### src/rtl/ex_muldiv_pkg.sv
// Shared types and op-code helpers for the EX-stage multiply/divide unit.
package ex_muldiv_pkg;

    // Op codes driven by decode on op_i.
    typedef enum logic [2:0] {
        MD_OP_MULT  = 3'd0,
        MD_OP_MULTU = 3'd1,
        MD_OP_MADD  = 3'd2,
        MD_OP_MADDU = 3'd3,
        MD_OP_MSUB  = 3'd4,
        MD_OP_MSUBU = 3'd5,
        MD_OP_DIV   = 3'd6,
        MD_OP_DIVU  = 3'd7
    } md_op_e;

    typedef enum logic [1:0] {
        ST_IDLE = 2'd0,
        ST_BUSY = 2'd1,
        ST_DONE = 2'd2
    } md_state_e;

    // What a multiply-class op does with the old {HI,LO}.
    typedef enum logic [1:0] {
        ACC_NONE = 2'd0,
        ACC_ADD  = 2'd1,
        ACC_SUB  = 2'd2
    } acc_e;

    function automatic logic op_is_div(input md_op_e op);
        return (op == MD_OP_DIV) || (op == MD_OP_DIVU);
    endfunction

    function automatic logic op_is_signed(input md_op_e op);
        return (op == MD_OP_MULT) || (op == MD_OP_MADD) ||
               (op == MD_OP_MSUB) || (op == MD_OP_DIV);
    endfunction

    function automatic acc_e op_acc(input md_op_e op);
        case (op)
            MD_OP_MADD, MD_OP_MADDU: return ACC_ADD;
            MD_OP_MSUB, MD_OP_MSUBU: return ACC_SUB;
            default:                 return ACC_NONE;
        endcase
    endfunction

endpackage

### src/rtl/ex_div_core.sv
// Iterative restoring divider on unsigned magnitudes: one quotient bit per step.
// quot_o/rem_o present the values the current step produces, so the owner can
// capture the final result on the same edge as the last step.
module ex_div_core #(
    parameter int XLEN = 32
) (
    input  logic            clk,
    input  logic            rst,
    input  logic            init_i,
    input  logic            step_i,
    input  logic [XLEN-1:0] dividend_i,
    input  logic [XLEN-1:0] divisor_i,
    output logic [XLEN-1:0] quot_o,
    output logic [XLEN-1:0] rem_o
);

    logic [XLEN-1:0] quo_q;
    logic [XLEN-1:0] rem_q;
    logic [XLEN-1:0] div_q;

    logic [XLEN:0]   shifted;
    logic            fits;
    logic [XLEN-1:0] rem_nx;
    logic [XLEN-1:0] quo_nx;

    // One restoring step: shift the next dividend bit in, subtract if it fits.
    // When it fits the true difference is below the divisor, so an XLEN-bit
    // modulo subtraction is exact.
    always_comb begin
        shifted = {rem_q, quo_q[XLEN-1]};
        fits    = (shifted >= {1'b0, div_q});
        rem_nx  = fits ? (shifted[XLEN-1:0] - div_q) : shifted[XLEN-1:0];
        quo_nx  = {quo_q[XLEN-2:0], fits};
    end

    assign quot_o = quo_nx;
    assign rem_o  = rem_nx;

    // Divider state: loaded on init, advanced one bit per step.
    always_ff @(posedge clk) begin
        // NOTE: sequential state uses non-blocking assignments so every register
        // samples the pre-edge values regardless of statement order.
        if (rst) begin
            quo_q <= '0;
            rem_q <= '0;
            div_q <= '0;
        end else if (init_i) begin
            quo_q <= dividend_i;
            rem_q <= '0;
            div_q <= divisor_i;
        end else if (step_i) begin
            quo_q <= quo_nx;
            rem_q <= rem_nx;
        end
    end

endmodule

### src/rtl/ex_muldiv.sv
// EX-stage multi-cycle MUL / MADD / MSUB / DIV unit producing a HI/LO pair.
// The FSM accepts an op from IDLE, stalls the pipe while BUSY, and presents a
// one-cycle registered result in DONE.
module ex_muldiv
    import ex_muldiv_pkg::*;
#(
    parameter int XLEN    = 32,
    parameter int MUL_LAT = 2
) (
    input  logic            clk,
    input  logic            rst,
    input  logic            start_i,
    input  logic [2:0]      op_i,
    input  logic [XLEN-1:0] opa_i,
    input  logic [XLEN-1:0] opb_i,
    input  logic [XLEN-1:0] hi_i,
    input  logic [XLEN-1:0] lo_i,
    input  logic            annul_i,
    output logic            stallreq_o,
    output logic            done_o,
    output logic            whilo_o,
    output logic [XLEN-1:0] hi_o,
    output logic [XLEN-1:0] lo_o,
    output logic            div_by_zero_o
);

    localparam int CNT_MAX = (XLEN > MUL_LAT) ? XLEN : MUL_LAT;
    localparam int CNT_W   = $clog2(CNT_MAX + 1);

    md_state_e         state_q;
    md_op_e            op_q;
    logic              sign_a_q;
    logic              sign_b_q;
    logic [XLEN-1:0]   mag_a_q;
    logic [XLEN-1:0]   mag_b_q;
    logic [2*XLEN-1:0] acc_q;
    logic [CNT_W-1:0]  cnt_q;
    logic              done_q;
    logic              dbz_q;
    logic [XLEN-1:0]   hi_q;
    logic [XLEN-1:0]   lo_q;

    md_op_e            op_in;
    logic              in_signed;
    logic              sign_a_in;
    logic              sign_b_in;
    logic [XLEN-1:0]   mag_a_in;
    logic [XLEN-1:0]   mag_b_in;
    logic              div_zero_in;
    logic              accept;

    logic [XLEN-1:0]   div_quot;
    logic [XLEN-1:0]   div_rem;

    logic [2*XLEN-1:0] prod_mag;
    logic [2*XLEN-1:0] prod;
    logic [2*XLEN-1:0] mul_res;
    logic [XLEN-1:0]   quot_fix;
    logic [XLEN-1:0]   rem_fix;
    logic [XLEN-1:0]   hi_d;
    logic [XLEN-1:0]   lo_d;

    // Operand decode at acceptance: signs only matter for the signed ops.
    assign op_in       = md_op_e'(op_i);
    assign in_signed   = op_is_signed(op_in);
    assign sign_a_in   = in_signed & opa_i[XLEN-1];
    assign sign_b_in   = in_signed & opb_i[XLEN-1];
    assign mag_a_in    = sign_a_in ? -opa_i : opa_i;
    assign mag_b_in    = sign_b_in ? -opb_i : opb_i;
    assign div_zero_in = op_is_div(op_in) && (opb_i == '0);
    assign accept      = (state_q == ST_IDLE) && start_i && !annul_i;

    ex_div_core #(
        .XLEN (XLEN)
    ) u_div (
        .clk        (clk),
        .rst        (rst),
        .init_i     (accept && op_is_div(op_in) && !div_zero_in),
        .step_i     ((state_q == ST_BUSY) && op_is_div(op_q)),
        .dividend_i (mag_a_in),
        .divisor_i  (mag_b_in),
        .quot_o     (div_quot),
        .rem_o      (div_rem)
    );

    // Result datapath: sign-fixed product with optional accumulate, or
    // sign-fixed quotient/remainder from the divider's final step.
    always_comb begin
        // NOTE: every combinational output gets a default first so no path
        // through the block leaves a value unassigned and infers a latch.
        prod_mag = {{XLEN{1'b0}}, mag_a_q} * {{XLEN{1'b0}}, mag_b_q};
        prod     = (sign_a_q ^ sign_b_q) ? -prod_mag : prod_mag;
        mul_res  = prod;
        case (op_acc(op_q))
            ACC_ADD: mul_res = acc_q + prod;
            ACC_SUB: mul_res = acc_q - prod;
            default: mul_res = prod;
        endcase
        quot_fix = (sign_a_q ^ sign_b_q) ? -div_quot : div_quot;
        rem_fix  = sign_a_q ? -div_rem : div_rem;
        if (op_is_div(op_q)) begin
            hi_d = rem_fix;
            lo_d = quot_fix;
        end else begin
            {hi_d, lo_d} = mul_res;
        end
    end

    // Control FSM with latched operands, latency counter and registered result.
    always_ff @(posedge clk) begin
        if (rst) begin
            state_q  <= ST_IDLE;
            op_q     <= MD_OP_MULT;
            sign_a_q <= 1'b0;
            sign_b_q <= 1'b0;
            mag_a_q  <= '0;
            mag_b_q  <= '0;
            acc_q    <= '0;
            cnt_q    <= '0;
            done_q   <= 1'b0;
            dbz_q    <= 1'b0;
            hi_q     <= '0;
            lo_q     <= '0;
        end else begin
            case (state_q)
                ST_IDLE: begin
                    done_q <= 1'b0;
                    dbz_q  <= 1'b0;
                    hi_q   <= '0;
                    lo_q   <= '0;
                    if (accept) begin
                        op_q     <= op_in;
                        sign_a_q <= sign_a_in;
                        sign_b_q <= sign_b_in;
                        mag_a_q  <= mag_a_in;
                        mag_b_q  <= mag_b_in;
                        acc_q    <= {hi_i, lo_i};
                        if (div_zero_in) begin
                            state_q <= ST_DONE;
                            done_q  <= 1'b1;
                            dbz_q   <= 1'b1;
                            hi_q    <= opa_i;
                            lo_q    <= '1;
                        end else begin
                            state_q <= ST_BUSY;
                            cnt_q   <= op_is_div(op_in) ? CNT_W'(XLEN - 1)
                                                        : CNT_W'(MUL_LAT - 1);
                        end
                    end
                end
                ST_BUSY: begin
                    if (annul_i) begin
                        state_q <= ST_IDLE;
                    end else if (cnt_q == '0) begin
                        state_q <= ST_DONE;
                        done_q  <= 1'b1;
                        hi_q    <= hi_d;
                        lo_q    <= lo_d;
                    end else begin
                        cnt_q <= cnt_q - 1'b1;
                    end
                end
                ST_DONE: begin
                    // start_i is still high for the same instruction here.
                    state_q <= ST_IDLE;
                    done_q  <= 1'b0;
                    dbz_q   <= 1'b0;
                    hi_q    <= '0;
                    lo_q    <= '0;
                end
                default: begin
                    state_q <= ST_IDLE;
                    done_q  <= 1'b0;
                    dbz_q   <= 1'b0;
                end
            endcase
        end
    end

    // A flush in DONE suppresses the commit in the same cycle.
    assign done_o        = done_q & ~annul_i;
    assign whilo_o       = done_o;
    assign hi_o          = done_o ? hi_q : '0;
    assign lo_o          = done_o ? lo_q : '0;
    assign div_by_zero_o = dbz_q & done_o;
    assign stallreq_o    = accept || (state_q == ST_BUSY);

endmodule

### config.mk
export PLATFORM = sky130hd
export DESIGN_NAME = ex_muldiv
export DESIGN_NICKNAME = d
export VERILOG_FILES = /design/src/rtl/ex_muldiv_pkg.sv /design/src/rtl/ex_div_core.sv /design/src/rtl/ex_muldiv.sv
export SDC_FILE = /design/constraint.sdc
export NUM_CORES = 2
export LEC_CHECK = 0
export ABC_AREA = 1
export ABC_CLOCK_PERIOD_IN_PS = 9700
export CORE_ASPECT_RATIO = 1.5
export CORE_MARGIN = 3
export CORE_UTILIZATION = 30
export CTS_CLUSTER_SIZE = 10
export DETAILED_ROUTE_END_ITERATION = 8
export GPL_ROUTABILITY_DRIVEN = 0
export GPL_TIMING_DRIVEN = 0
export PLACE_DENSITY_LB_ADDON = 0.3
export SYNTH_ARGS = -nofsm -noshare
export SYNTH_HDL_FRONTEND = slang
export SYNTH_SLANG_ARGS = --single-unit
### constraint.sdc
create_clock -name clk -period 9.7 [get_ports clk]
set_input_delay 1.94 -clock clk [delete_from_list [all_inputs] [get_ports clk]]
set_output_delay 1.94 -clock clk [all_outputs]
set_load 0.05 [all_outputs]
==> key figures <==
Worst setup path
  • Crit path max fanout: 7
  • Critical path class: register to register
  • Crit-path max cell delay: 1200 ps
  • Crit path from: mag_b_q[9]$_SDFFE_PP0P_
  • Worst r2r dst: hi_q[27]$_SDFFE_PP0P_
  • CP Capture Point: hi_q[27]$_SDFFE_PP0P_
  • Crit Reg-Reg Startpoint: mag_b_q[9]$_SDFFE_PP0P_
  • CP required: 10240 ps
  • R2R Setup Slk: -2260 ps
  • Startpoint Class: register
  • Critical path endpoint category: register
  • Crit path arrival time: 12490 ps
  • R2R depth: 51
  • Slowest-stage cell, CP: o211ai_1

STA
  • Slew Limit Fails: 7
  • Period utilisation layout: 123%
  • Setup-failing EPs final: 39
  • Hold Vio Cnt, Final: 0
  • Fin worst setup slack: -2260 ps
  • Fmax: 83.6 MHz
  • RSZ-0062 raised after global routing: yes
  • Min cycle time layout: 11960 ps
  • Setup tns final: -46960 ps
  • Clock Skew: 40.0 ps
  • Worst-margin pin slew: 1580 ps
  • Hold_ws: 462 ps
  • Max-slew headroom: -5.73%

Yosys
  • Yosys reg bits: 302
  • Distinct cell type count of the synthesized netlist: 58
  • Ys Warns: 0
  • Asr flop ratio synth: 0%
  • Syn Area/Cell: 6.68 um2
  • Sequential area share after synthesis: 9.65%
  • Dominant synthesized flop cell: dfxtp_1
  • Mapped Area: 62600 um2
  • Cells after synthesis: 9379
  • Syn_nets: 10783
  • Post-synth EDFFs: 0

Clock network
  • H-tree depth: 2
  • Root Driver: clkbuf_16
  • Clock latency on the worst-skew pair: 610 ps
  • CTS tree: yes
  • CTS clk-pin slew, worst paths: 60 ps
  • Clock Sinks: 302
  • Cts bufs inserted: 37
  • Hold-fix buffers, CTS: 0
  • CTS max path bufs: 3

Layout
  • Most frequent cells in the layout: 2220 x inv_1, 2178 x nand2_1, 820 x fa_1
  • Layout cell share with drive strength beyond 1: 18.3%
  • Design area: 79600 um2
  • Final Non-Filler Cells: 12673
  • Synth-to-layout area growth: 27.1%
  • Most common cell after layout, fill and taps aside: inv_1
  • Fin util: 38.5%
  • Total Nets Final: 11384

Pwr
  • Pint: 10.4 mW
  • Switching share of power: 58.6%
  • NetSw: 14.8 mW
  • Combinational power share: 87.9%
  • P_leak: 41.7 nW
  • Power per cell area: 316 nW/um2
  • Maximum VDD drop: 0.000449 V
  • Reg power frac: 6.7%
  • Clock share of power: 5.4%

Placed design
  • Post-placement cell area: 68000 um2
  • DP HPWL: 239 mm
  • # port buffers: 202
  • Placed Cells: 12261

Floorplan
  • Die Y: 566 um
  • Die area: 214000 um2
  • Ports: 203
  • Num rows: 204
  • Chip Width: 379 um
  • Core Box Area: 207000 um2
  • Starting Density: 30.3%

Flow run
  • Max-Cap Viols: 4

Detailed routing
  • Post-DR wirelength/cell: 23.8 um
  • First DRT Iteration DRCs: 6188
  • WL final: 302 mm
  • Vias post-DR: 65948
  • Final ANT Viol Nets: 0
  • DRC violations left: 0
  • Via density: 5.20
  • Pre-Repair DR Iteration Count: 9

Global route
  • Gr usage total: 27.4%
  • Antenna violations before repair: 13
  • GRT overflow: 0
  • Vias in the first global route: 67033
  • Largest net degree at the start of global routing: 11
  • First-pass GRT wire length: 431 mm

Run status
  • Violated checks: capacitance limit, slew limit, setup timing
  • Status: finished, violations left

Hold path
  • Tightest Hold Check Type: register to register
## state kept, by name, summed over array words and instances, names as in the netlist, 2 cells and up
signal	count
acc_q	64
cnt_q	6
hi_q	32
lo_q	32
mag_a_q	32
mag_b_q	32
op_q	2
state_q	2
u_div.div_q	32
u_div.quo_q	32
u_div.rem_q	32
## final cells by class
cell class	count	area, um2
fill	21317	127000
inverter	2348	8850
clock buffer	40	968
buffer	360	3180
sequential	302	6260
timing repair buffer	628	5580
antenna	8	20.0
clock inverter	6	83.8
multi-input combinational	6303	51300
tap	2678	3350
## cell usage after synthesis, drive strengths merged (3+ instances only)
cell type	number	share of area, %
nor3	83	0.70
a31oi	46	0.46
xnor2	63	0.88
o31ai	10	0.12
a21boi	3	0.036
a211oi	8	0.096
inv	2340	14
clkinv	8	0.048
clkbuf	390	2.3
and2	8	0.080
o21bai	10	0.12
nand4	77	0.80
and3	4	0.040
or2	35	0.35
o211ai	119	1.4
o311ai	8	0.11
nor2	708	4.5
a221oi	34	0.48
a21oi	341	2.7
nand2	2475	15
o221ai	12	0.17
nand3	310	2.6
ha	371	7.4
fa	898	29
o21ai	423	3.4
dfxtp	302	9.7
o22ai	37	0.37
buf	36	0.25
o21a	11	0.13
a21o	7	0.084
nand3b	22	0.26
nor4	20	0.20
xor2	151	2.2
## logic make-up after synthesis
| group | share of synthesized area [%] |
|---|---|
| adder cells (fa/ha/maj) | 36.1 |
| AO/OA/AOI/OAI | 9.86 |
| buffers and inverters | 16.7 |
| AND/OR/NAND/NOR | 24.6 |
| flip-flops | 9.65 |
| XOR/XNOR | 3.10 |
## timing repair
| action | in CTS | in global routing |
|---|---|---|
| setup buffers | 287 | 136 |
| cloned | 3 | 1 |
| setup endpoints to repair | 49 | 48 |
| pin swaps | 316 | 333 |
| gates resized for setup | 1504 | 545 |
## power groups by stage
stage / Clock [mW] / Sequential, mW / Combinational (mW)
2_1_floorplan: 0 / 1.47 / 8.82
3_3_place_gp: 0 / 1.49 / 13.7
3_5_place_dp: 0 / 1.50 / 13.8
4_1_cts: 1.36 / 1.67 / 18.7
5_1_grt: 1.39 / 1.69 / 23.2
6_report: 1.35 / 1.69 / 22.1
## through the flow
| step | total power, mW | setup WS, ps |
|---|---|---|
| floorplan | 10.3 | 42.2 |
| global placement | 15.2 | -4790 |
| detailed placement | 15.3 | -4490 |
| CTS | 21.7 | -1540 |
| global route | 26.3 | -2370 |
| finish | 25.2 | -2260 |
## layer usage
layer	vias up	global-route usage (%)	wire, um
li1	29188	-	-
met1	31600	27.5	97200
met2	3713	46.5	140000
met3	1445	4.99	24000
met4	2	28.6	40300
met5	-	0	13
## how the worst min path moves through the flow
stage | from | endpoint | cells after the start
after floorplan | dbz_q$_SDFFE_PP0N_ | dbz_q$_SDFFE_PP0N_ | 2
after global placement | dbz_q$_SDFFE_PP0N_ | dbz_q$_SDFFE_PP0N_ | 2
after detailed placement | dbz_q$_SDFFE_PP0N_ | dbz_q$_SDFFE_PP0N_ | 2
after CTS | dbz_q$_SDFFE_PP0N_ | dbz_q$_SDFFE_PP0N_ | 2
after global routing | hi_q[0]$_SDFFE_PP0P_ | hi_q[0]$_SDFFE_PP0P_ | 2
final | dbz_q$_SDFFE_PP0N_ | dbz_q$_SDFFE_PP0N_ | 2
## critical path: cells and delay by family (launching register included)
family	cells	cell delay (ps)
adder cells (fa/ha/maj)	10	5080
AND/OR/NAND/NOR	24	2900
AO/OA/AOI/OAI	5	2110
buffers and inverters	9	800
flip-flops	1	480
XOR/XNOR	3	480
Note: power is estimated with default switching activity, not from simulation.
